===== src/rtl/arya_loader_pkg.sv =====
// Shared opcodes, state encoding and timing constants for the arya memory loader.
package arya_loader_pkg;

  localparam logic [1:0] OP_LOAD   = 2'd0;
  localparam logic [1:0] OP_VERIFY = 2'd1;
  localparam logic [1:0] OP_RUN    = 2'd2;
  localparam logic [1:0] OP_HALT   = 2'd3;

  localparam int unsigned RST_CYCLES = 2;

  typedef enum logic [2:0] {
    ST_IDLE   = 3'd0,
    ST_LOAD   = 3'd1,
    ST_V_ADDR = 3'd2,
    ST_V_DATA = 3'd3,
    ST_V_HOLD = 3'd4,
    ST_RST    = 3'd5
  } state_e;

endpackage


===== src/rtl/arya_mem_loader.sv =====
// Host-side load/verify/run/halt controller driving the arya core memory and reset pins.
// Optional LOADER_CHECKSUM_EN adds an XOR checksum of every transferred word.
module arya_mem_loader
  import arya_loader_pkg::*;
#(
  parameter int unsigned ADDR_WIDTH = 10,
  parameter int unsigned DATA_WIDTH = 64
) (
  input  logic                  clk,
  input  logic                  reset,
  input  logic                  cmd_valid,
  output logic                  cmd_ready,
  input  logic [1:0]            cmd_op,
  input  logic [ADDR_WIDTH-1:0] cmd_addr,
  input  logic [ADDR_WIDTH:0]   cmd_len,
  input  logic                  wr_valid,
  output logic                  wr_ready,
  input  logic [DATA_WIDTH-1:0] wr_data,
  output logic                  rd_valid,
  input  logic                  rd_ready,
  output logic [DATA_WIDTH-1:0] rd_data,
  output logic [ADDR_WIDTH-1:0] rd_addr,
  input  logic [DATA_WIDTH-1:0] mem_rdata,
  output logic [ADDR_WIDTH-1:0] mem_addr_out,
  output logic [DATA_WIDTH-1:0] mem_data_out,
  output logic                  setup_mem,
  output logic                  verify_mem,
  output logic                  core_en,
  output logic                  core_rst,
  output logic                  busy,
  output logic                  err
`ifdef LOADER_CHECKSUM_EN
  , output logic [DATA_WIDTH-1:0] checksum
`endif
);

  localparam int unsigned LEN_W = ADDR_WIDTH + 1;
  localparam int unsigned CNT_W = $clog2(RST_CYCLES) + 1;

  state_e                r_state, w_state_nxt;
  logic [ADDR_WIDTH-1:0] r_cur_addr, w_cur_addr_nxt;
  logic [LEN_W-1:0]      r_rem, w_rem_nxt;
  logic [CNT_W-1:0]      r_cnt, w_cnt_nxt;
  logic                  r_cmd_ready, w_cmd_ready_nxt;
  logic                  r_wr_ready, w_wr_ready_nxt;
  logic                  r_rd_valid, w_rd_valid_nxt;
  logic [DATA_WIDTH-1:0] r_rd_data, w_rd_data_nxt;
  logic [ADDR_WIDTH-1:0] r_rd_addr, w_rd_addr_nxt;
  logic [ADDR_WIDTH-1:0] r_mem_addr, w_mem_addr_nxt;
  logic [DATA_WIDTH-1:0] r_mem_data, w_mem_data_nxt;
  logic                  r_setup, w_setup_nxt;
  logic                  r_verify, w_verify_nxt;
  logic                  r_core_en, w_core_en_nxt;
  logic                  r_core_rst, w_core_rst_nxt;
  logic                  r_busy, w_busy_nxt;
  logic                  r_err, w_err_nxt;
`ifdef LOADER_CHECKSUM_EN
  logic [DATA_WIDTH-1:0] r_checksum, w_checksum_nxt;
`endif

  logic w_cmd_go, w_wr_go, w_rd_go;
  assign w_cmd_go = cmd_valid && r_cmd_ready;
  assign w_wr_go  = wr_valid && r_wr_ready;
  assign w_rd_go  = r_rd_valid && rd_ready;

  // Next-state and next-output logic; everything holds unless a case below changes it.
  always_comb begin
    w_state_nxt    = r_state;
    w_cur_addr_nxt = r_cur_addr;
    w_rem_nxt      = r_rem;
    w_cnt_nxt      = r_cnt;
    w_rd_valid_nxt = r_rd_valid;
    w_rd_data_nxt  = r_rd_data;
    w_rd_addr_nxt  = r_rd_addr;
    w_mem_addr_nxt = r_mem_addr;
    w_mem_data_nxt = r_mem_data;
    w_setup_nxt    = 1'b0;
    w_core_en_nxt  = r_core_en;
    w_core_rst_nxt = r_core_rst;
    w_err_nxt      = r_err;
`ifdef LOADER_CHECKSUM_EN
    w_checksum_nxt = r_checksum;
`endif

    case (r_state)
      ST_IDLE: begin
        if (w_cmd_go) begin
          w_err_nxt = 1'b0;
          case (cmd_op)
            OP_LOAD, OP_VERIFY: begin
              if (cmd_len == '0) begin
                w_err_nxt = 1'b1;
              end else begin
                w_cur_addr_nxt = cmd_addr;
                w_rem_nxt      = cmd_len;
                w_core_en_nxt  = 1'b0;
`ifdef LOADER_CHECKSUM_EN
                w_checksum_nxt = '0;
`endif
                if (cmd_op == OP_LOAD) begin
                  w_state_nxt = ST_LOAD;
                end else begin
                  w_state_nxt    = ST_V_ADDR;
                  w_mem_addr_nxt = cmd_addr;
                end
              end
            end
            OP_RUN: begin
              w_state_nxt    = ST_RST;
              w_cnt_nxt      = CNT_W'(RST_CYCLES - 1);
              w_core_rst_nxt = 1'b1;
              w_core_en_nxt  = 1'b0;
            end
            OP_HALT: w_core_en_nxt = 1'b0;
          endcase
        end
      end
      ST_LOAD: begin
        if (w_wr_go) begin
          w_mem_addr_nxt = r_cur_addr;
          w_mem_data_nxt = wr_data;
          w_setup_nxt    = 1'b1;
          w_cur_addr_nxt = ADDR_WIDTH'(r_cur_addr + 1'b1);
          w_rem_nxt      = LEN_W'(r_rem - 1'b1);
`ifdef LOADER_CHECKSUM_EN
          w_checksum_nxt = r_checksum ^ wr_data;
`endif
          if (r_rem == LEN_W'(1)) w_state_nxt = ST_IDLE;
        end
      end
      ST_V_ADDR: w_state_nxt = ST_V_DATA;
      ST_V_DATA: begin
        // mem_rdata now answers the address presented during V_ADDR.
        w_rd_data_nxt  = mem_rdata;
        w_rd_addr_nxt  = r_cur_addr;
        w_rd_valid_nxt = 1'b1;
        w_state_nxt    = ST_V_HOLD;
      end
      ST_V_HOLD: begin
        if (w_rd_go) begin
          w_rd_valid_nxt = 1'b0;
          w_cur_addr_nxt = ADDR_WIDTH'(r_cur_addr + 1'b1);
          w_rem_nxt      = LEN_W'(r_rem - 1'b1);
`ifdef LOADER_CHECKSUM_EN
          w_checksum_nxt = r_checksum ^ r_rd_data;
`endif
          if (r_rem == LEN_W'(1)) begin
            w_state_nxt = ST_IDLE;
          end else begin
            w_state_nxt    = ST_V_ADDR;
            w_mem_addr_nxt = ADDR_WIDTH'(r_cur_addr + 1'b1);
          end
        end
      end
      ST_RST: begin
        if (r_cnt == '0) begin
          w_state_nxt    = ST_IDLE;
          w_core_rst_nxt = 1'b0;
          w_core_en_nxt  = 1'b1;
        end else begin
          w_cnt_nxt = CNT_W'(r_cnt - 1'b1);
        end
      end
      default: w_state_nxt = ST_IDLE;
    endcase

    w_verify_nxt    = (w_state_nxt == ST_V_ADDR) || (w_state_nxt == ST_V_DATA);
    w_cmd_ready_nxt = (w_state_nxt == ST_IDLE);
    w_busy_nxt      = (w_state_nxt != ST_IDLE);
    w_wr_ready_nxt  = (w_state_nxt == ST_LOAD);
  end

  // State and registered outputs; reset abandons any transfer with all strobes low.
  always_ff @(posedge clk) begin
    if (reset) begin
      r_state     <= ST_IDLE;
      r_cur_addr  <= '0;
      r_rem       <= '0;
      r_cnt       <= '0;
      r_cmd_ready <= 1'b0;
      r_wr_ready  <= 1'b0;
      r_rd_valid  <= 1'b0;
      r_rd_data   <= '0;
      r_rd_addr   <= '0;
      r_mem_addr  <= '0;
      r_mem_data  <= '0;
      r_setup     <= 1'b0;
      r_verify    <= 1'b0;
      r_core_en   <= 1'b0;
      r_core_rst  <= 1'b0;
      r_busy      <= 1'b0;
      r_err       <= 1'b0;
`ifdef LOADER_CHECKSUM_EN
      r_checksum  <= '0;
`endif
    end else begin
      r_state     <= w_state_nxt;
      r_cur_addr  <= w_cur_addr_nxt;
      r_rem       <= w_rem_nxt;
      r_cnt       <= w_cnt_nxt;
      r_cmd_ready <= w_cmd_ready_nxt;
      r_wr_ready  <= w_wr_ready_nxt;
      r_rd_valid  <= w_rd_valid_nxt;
      r_rd_data   <= w_rd_data_nxt;
      r_rd_addr   <= w_rd_addr_nxt;
      r_mem_addr  <= w_mem_addr_nxt;
      r_mem_data  <= w_mem_data_nxt;
      r_setup     <= w_setup_nxt;
      r_verify    <= w_verify_nxt;
      r_core_en   <= w_core_en_nxt;
      r_core_rst  <= w_core_rst_nxt;
      r_busy      <= w_busy_nxt;
      r_err       <= w_err_nxt;
`ifdef LOADER_CHECKSUM_EN
      r_checksum  <= w_checksum_nxt;
`endif
    end
  end

  assign cmd_ready    = r_cmd_ready;
  assign wr_ready     = r_wr_ready;
  assign rd_valid     = r_rd_valid;
  assign rd_data      = r_rd_data;
  assign rd_addr      = r_rd_addr;
  assign mem_addr_out = r_mem_addr;
  assign mem_data_out = r_mem_data;
  assign setup_mem    = r_setup;
  assign verify_mem   = r_verify;
  assign core_en      = r_core_en;
  assign core_rst     = r_core_rst;
  assign busy         = r_busy;
  assign err          = r_err;
`ifdef LOADER_CHECKSUM_EN
  assign checksum     = r_checksum;
`endif

endmodule

===== config.mk =====
export PLATFORM = sky130hd
export DESIGN_NAME = arya_mem_loader
export DESIGN_NICKNAME = d
export VERILOG_FILES = /design/src/rtl/arya_loader_pkg.sv /design/src/rtl/arya_mem_loader.sv
export SDC_FILE = /design/constraint.sdc
export NUM_CORES = 1
export LEC_CHECK = 0
export CORE_ASPECT_RATIO = 1.4
export CORE_MARGIN = 5
export CORE_UTILIZATION = 45
export DETAILED_ROUTE_END_ITERATION = 8
export PLACE_DENSITY = 0.83
export REMOVE_ABC_BUFFERS = 1
export SETUP_SLACK_MARGIN = 0.5
export SLEW_MARGIN = 15
export SYNTH_ARGS = -nofsm -noshare
export SYNTH_HDL_FRONTEND = slang
export SYNTH_SLANG_ARGS = --single-unit

===== constraint.sdc =====
create_clock -name clk -period 3.05 [get_ports clk]
set_input_delay 0.61 -clock clk [delete_from_list [all_inputs] [get_ports clk]]
set_output_delay 0.61 -clock clk [all_outputs]
set_load 0.1 [all_outputs]

After elaboration in Yosys (flattened, before gate mapping) --
Cells that the tools add are included.
Operators by class: $add $sub $neg 3, eq/ne operators 23, multiplexer cells 48, bitwise logic cells 1, reductions and logical operators 24
Operator list (number):
- 10-bit 2-to-1 mux | 12
- 10-bit case mux with 3 select lines | 2
- 11-bit 2-to-1 mux | 5
- 11-bit case mux with 3 select lines | 1
- 3-bit 2-to-1 mux | 6
- 3-bit case mux with 6 select lines | 1
- 2-bit inequality test, second input constant | 8
- 3-bit by 2-bit equality test with 1-bit output, second input constant | 4
- 4-bit AND reduction | 3
- 11-bit by 1-bit equality test with 1-bit output, second input constant | 1
- 11-bit logical NOT | 1
- 11-bit by 1-bit subtractor with 11-bit output, second input constant | 1
- 10-bit by 1-bit adder with 10-bit output, second input constant | 1
- 1-bit 2-to-1 mux | 10
- 2-bit 2-to-1 mux | 5
- 1-bit case mux with 2 select lines | 4
- 8-bit AND reduction | 1
- 3-bit by 1-bit equality test with 1-bit output, second input constant | 2
- 3-bit equality test, second input constant | 2
- 3-bit logical NOT | 2
- 3-bit case mux with 2 select lines | 1
- 2-bit AND reduction | 3
- 6-bit AND reduction | 1
- 3-bit nonzero test | 2
- other kinds (12) | 20
Storage, ports and cells: bits in registers 183, input port bits 156, output and inout bits 157, logic and storage cells 116

Longest topological paths before layout --
depth after elaboration 8, gate-level depth with buffers 8, gate-level depth less buffers 7

Least setup slack after synthesis --
Ideal clock, no wire load.
path type register -> register, start point register r_cmd_ready (netlist: cmd_ready), end point register r_mem_addr[4] (netlist: mem_addr_out[4]), arrival time 2.335 ns, data required time 2.980 ns, path slack 0.645 ns, stages on the path, launching flop included 6, period minus slack after synthesis 2.405 ns, path through dfxtp_1 nand2_1 o32ai_4 o221ai_2 or4_1 a21oi_1
On the way: cells in the longest elaborated chain, start to end 3
RTL lines:
- from (decl) | RTL line arya_mem_loader.sv:44 | logic r_cmd_ready, w_cmd_ready_nxt;
- from (signal assigned) | RTL line arya_mem_loader.sv:201 | r_cmd_ready <= w_cmd_ready_nxt;
- 1-bit logical AND | RTL line arya_mem_loader.sv:62 | assign w_cmd_go = cmd_valid && r_cmd_ready;
- 2-bit inequality test (no source line)
- 8-bit AND reduction (no source line)
- to (signal assigned) | RTL line arya_mem_loader.sv:206 | r_mem_addr <= w_mem_addr_nxt;
- to (decl) | RTL line arya_mem_loader.sv:49 | logic [ADDR_WIDTH-1:0] r_mem_addr, w_mem_addr_nxt;
No other way between the ends. A chain may end at the register's enable or synchronous reset.

Worst setup path after layout --
start point register r_state[0], end point register r_cur_addr[3]
On the way: cells in the longest elaborated chain, start to end 3, elaborated cells between the ends (all ways) 11, those cells by class eq/ne: 7; mux: 1; reduce/logical: 3
RTL lines:
- from (decl) | RTL line arya_mem_loader.sv:40 | state_e r_state, w_state_nxt;
- from (signal assigned) | RTL line arya_mem_loader.sv:197 | r_state <= w_state_nxt;
- 3-bit equality test, or another cell as far along | RTL line arya_mem_loader.sv:85 | case (r_state)
- 2-bit inequality test (no source line), or another cell as far along
- 6-bit AND reduction (no source line)
- to (signal assigned) | RTL line arya_mem_loader.sv:198 | r_cur_addr <= w_cur_addr_nxt;
- to (decl) | RTL line arya_mem_loader.sv:41 | logic [ADDR_WIDTH-1:0] r_cur_addr, w_cur_addr_nxt;
Parallel ways exist; a longest one is shown, timed or not.

==> run metrics <==
outcome finished, final reports clean; hold_buf cts 0; Die H ~160 µm; Register-to-Register Path Depth 5; RSZ-0062 raised after global routing false; buffers added on ports about 310; Peak VDD IR 0.515 mV; cell count after synthesis around 990; Nets ~1400; Final GP Congestion between 0.8 and 0.9; most frequent cells in the layout nand2_1 (305), dfxtp_1 (183), a21oi_1 (180); Final Util 0.660; via count about 8000; worst-path fanout max 19; DRT iter0 DRCs between 600 and 700; worst min path class reg -> reg; number of cell rows 56; met1 WL ~9600 µm; average vias per placed instance approximately 5.3; initial core utilization 0.457; Worst Hold End rd_data[45]; min-delay src rd_data[45]; Reg clk slew, reported paths approximately 0.070 ns; MaxCap Viol Count 0; HPWL after detailed placement 18000 µm; Syn Area/Cell ~7.8 µm²; Detail Route met3 WL about 1400 µm; DRC errors left 0; most common cell after layout, fill and taps aside nand2_1; fin. max-slew vios 0; total wire length about 25000 µm; final instance area 11000 µm²; largest net degree at the start of global routing 76; die width 120 µm; GRT Total Usage 0.240; Yosys cell types 65; Met2 Routed Length 13200 µm; EDFF count, synth 0; WL/cell roughly 17 µm; startpoint class of the critical path register; number of global-route vias before repair approximately 7400; placed inst area roughly 10000 µm²; post-route ant nets 0; setup ws final a little under 0.7 ns; initial antenna violation count 0; Top FF cell, synth dfxtp_1; global-route wire length before repair 38100 µm; DR pass1 iterations 5; CTS tree built; Req. time, crit path between 3 and 4 ns; fmax around 420 MHz; relative slew slack 0.348; Syn. warnings 0; cts repair resizes 0; clock sink count between 150 and 200; Core Area about 17000 µm²; CTS max path bufs 2; reg-to-reg endpoint r_cur_addr[3]; area growth from synthesis to layout 44.4%; grt ovf 0; skew final about 0.014 ns; Syn Std Cell Area roughly 7700 µm²; CTS Root Cell clkbuf_16; Post-CTS Setup Inserts 0; Critical R2R Launch r_state[0]; Clk Latency, worst-skew pair between 0.4 and 0.5 ns; leakage about 4 nW; sequential element share of the synthesized area 0.479; Yosys reg bits around 180; Worst setup EP type register; hold path depth 2; Final Hold Viols 0; Top Layer Used met4; TritonCTS buffer count 17; Synth async-reset ratio 0; setup slack, reg-to-reg 0.68 ns; PD cells ~650 nW/µm²; die area about 20000 µm²; min Tclk post-route around 2.4 ns; I/O pin cnt between 300 and 400; final period utilization 0.778; Placement Setup Slack about 0.4 ns; Data arrival, critical path 2.70 ns; Filler cells 1439; final setup fails 0; Crit Path Category reg -> reg; worst slew pin tran a little under 1 ns; share of cells above drive strength 1 0.178; H-Tree Depth 4
## layer usage
layer,GRT usage,up-vias
met5,0,-
met1,0.276,3680
met3,0.0468,62
met4,0.105,0
li1,-,3886
met2,0.432,266
## cells by family (layout without fill, tap and decap cells)
kind of cell / after synthesis / after routing / synth area share
AOI/OAI and AO/OA: 264 / 264 / 0.200
xor gates and xnor gates: 1 / 1 / 0.00114
adders and majority gates: 4 / 4 / 0.00654
buffers and inverters: 84 / 370 / 0.0513
DFF: 183 / 183 / 0.479
muxes: 2 / 2 / 0.00278
other: 0 / 1 / 0
and+or+nand+nor: 448 / 448 / 0.259
## report_power, final
part	leakage (nW)	total [mW]	switching [mW]	internal (mW)
Combinational	2.35	2.32	1.53	0.785
Sequential	1.48	2.72	0.181	2.54
Clock	0.270	2.12	1.03	1.09
## sequential cells by signal (all words and copies together) (netlist names), 2 cells and up
register and flops:
mem_data_out 64, rd_data 64, r_rem 11, mem_addr_out 10, r_cur_addr 10, rd_addr 10
r_state 3, r_cnt 2
## worst max-delay path by stage
stage / start / endpoint
floorplan: r_state[0] / rd_addr[0]
global placement: cmd_op[1] / mem_addr_out[7]
detailed placement: cmd_len[0] / mem_addr_out[0]
CTS: r_state[0] / r_cur_addr[9]
global route: r_state[0] / r_cur_addr[3]
finish: r_state[0] / r_cur_addr[3]
## layout make-up
class	instances	area (µm²)	area share
Multi-Input combinational cell	719	3610	0.326
Clock buffer	19	433	0.0392
Clock inverter	13	126	0.0114
Sequential cell	183	3660	0.332
Inverter	7	26.3	0.00238
Antenna cell	1	2.50	0.000227
Timing Repair Buffer	331	2940	0.266
Tap cell	203	254	0.0230
## critical path: stages (launching register included)
cell     delay (ns)
dfxtp_1        0.75
nor2b_2        0.48
o21ai_2        0.27
buf_4          0.27
o31a_1         0.29
o32ai_1        0.22
## cell usage after synthesis, types with 5 or more instances
cell / number / area (µm²)
nand2_1: 306 / 1150
clkbuf_1: 34 / 128
or4_1: 5 / 37.5
buf_2: 19 / 95.1
o21ai_0: 24 / 120
nand4_1: 7 / 43.8
nor4_1: 5 / 31.3
nor3b_1: 6 / 45.0
nor3_1: 11 / 55.1
a21o_1: 7 / 52.6
or3_1: 5 / 31.3
nand3_1: 11 / 55.1
buf_6: 5 / 56.3
nor2_1: 39 / 146
o21ai_1: 10 / 50.1
and2_1: 13 / 81.3
nand2b_1: 12 / 75.1
dfxtp_1: 183 / 3660
buf_1: 14 / 52.6
o22ai_1: 5 / 31.3
inv_1: 7 / 26.3
a21oi_1: 180 / 901
## stage by stage
stage                     hold WS (ns)  TNS [ns]  cells  power (mW)
final                            0.453         0   1476        7.16
after global placement           0.442         0   1443        5.04
after CTS                        0.457         0   1475        7.19
after floorplan                  0.456    -54.60    909        4.26
after detailed placement         0.447         0   1443        5.07
after global routing             0.470         0   1475        7.50
(Power assumes the default switching activity.)
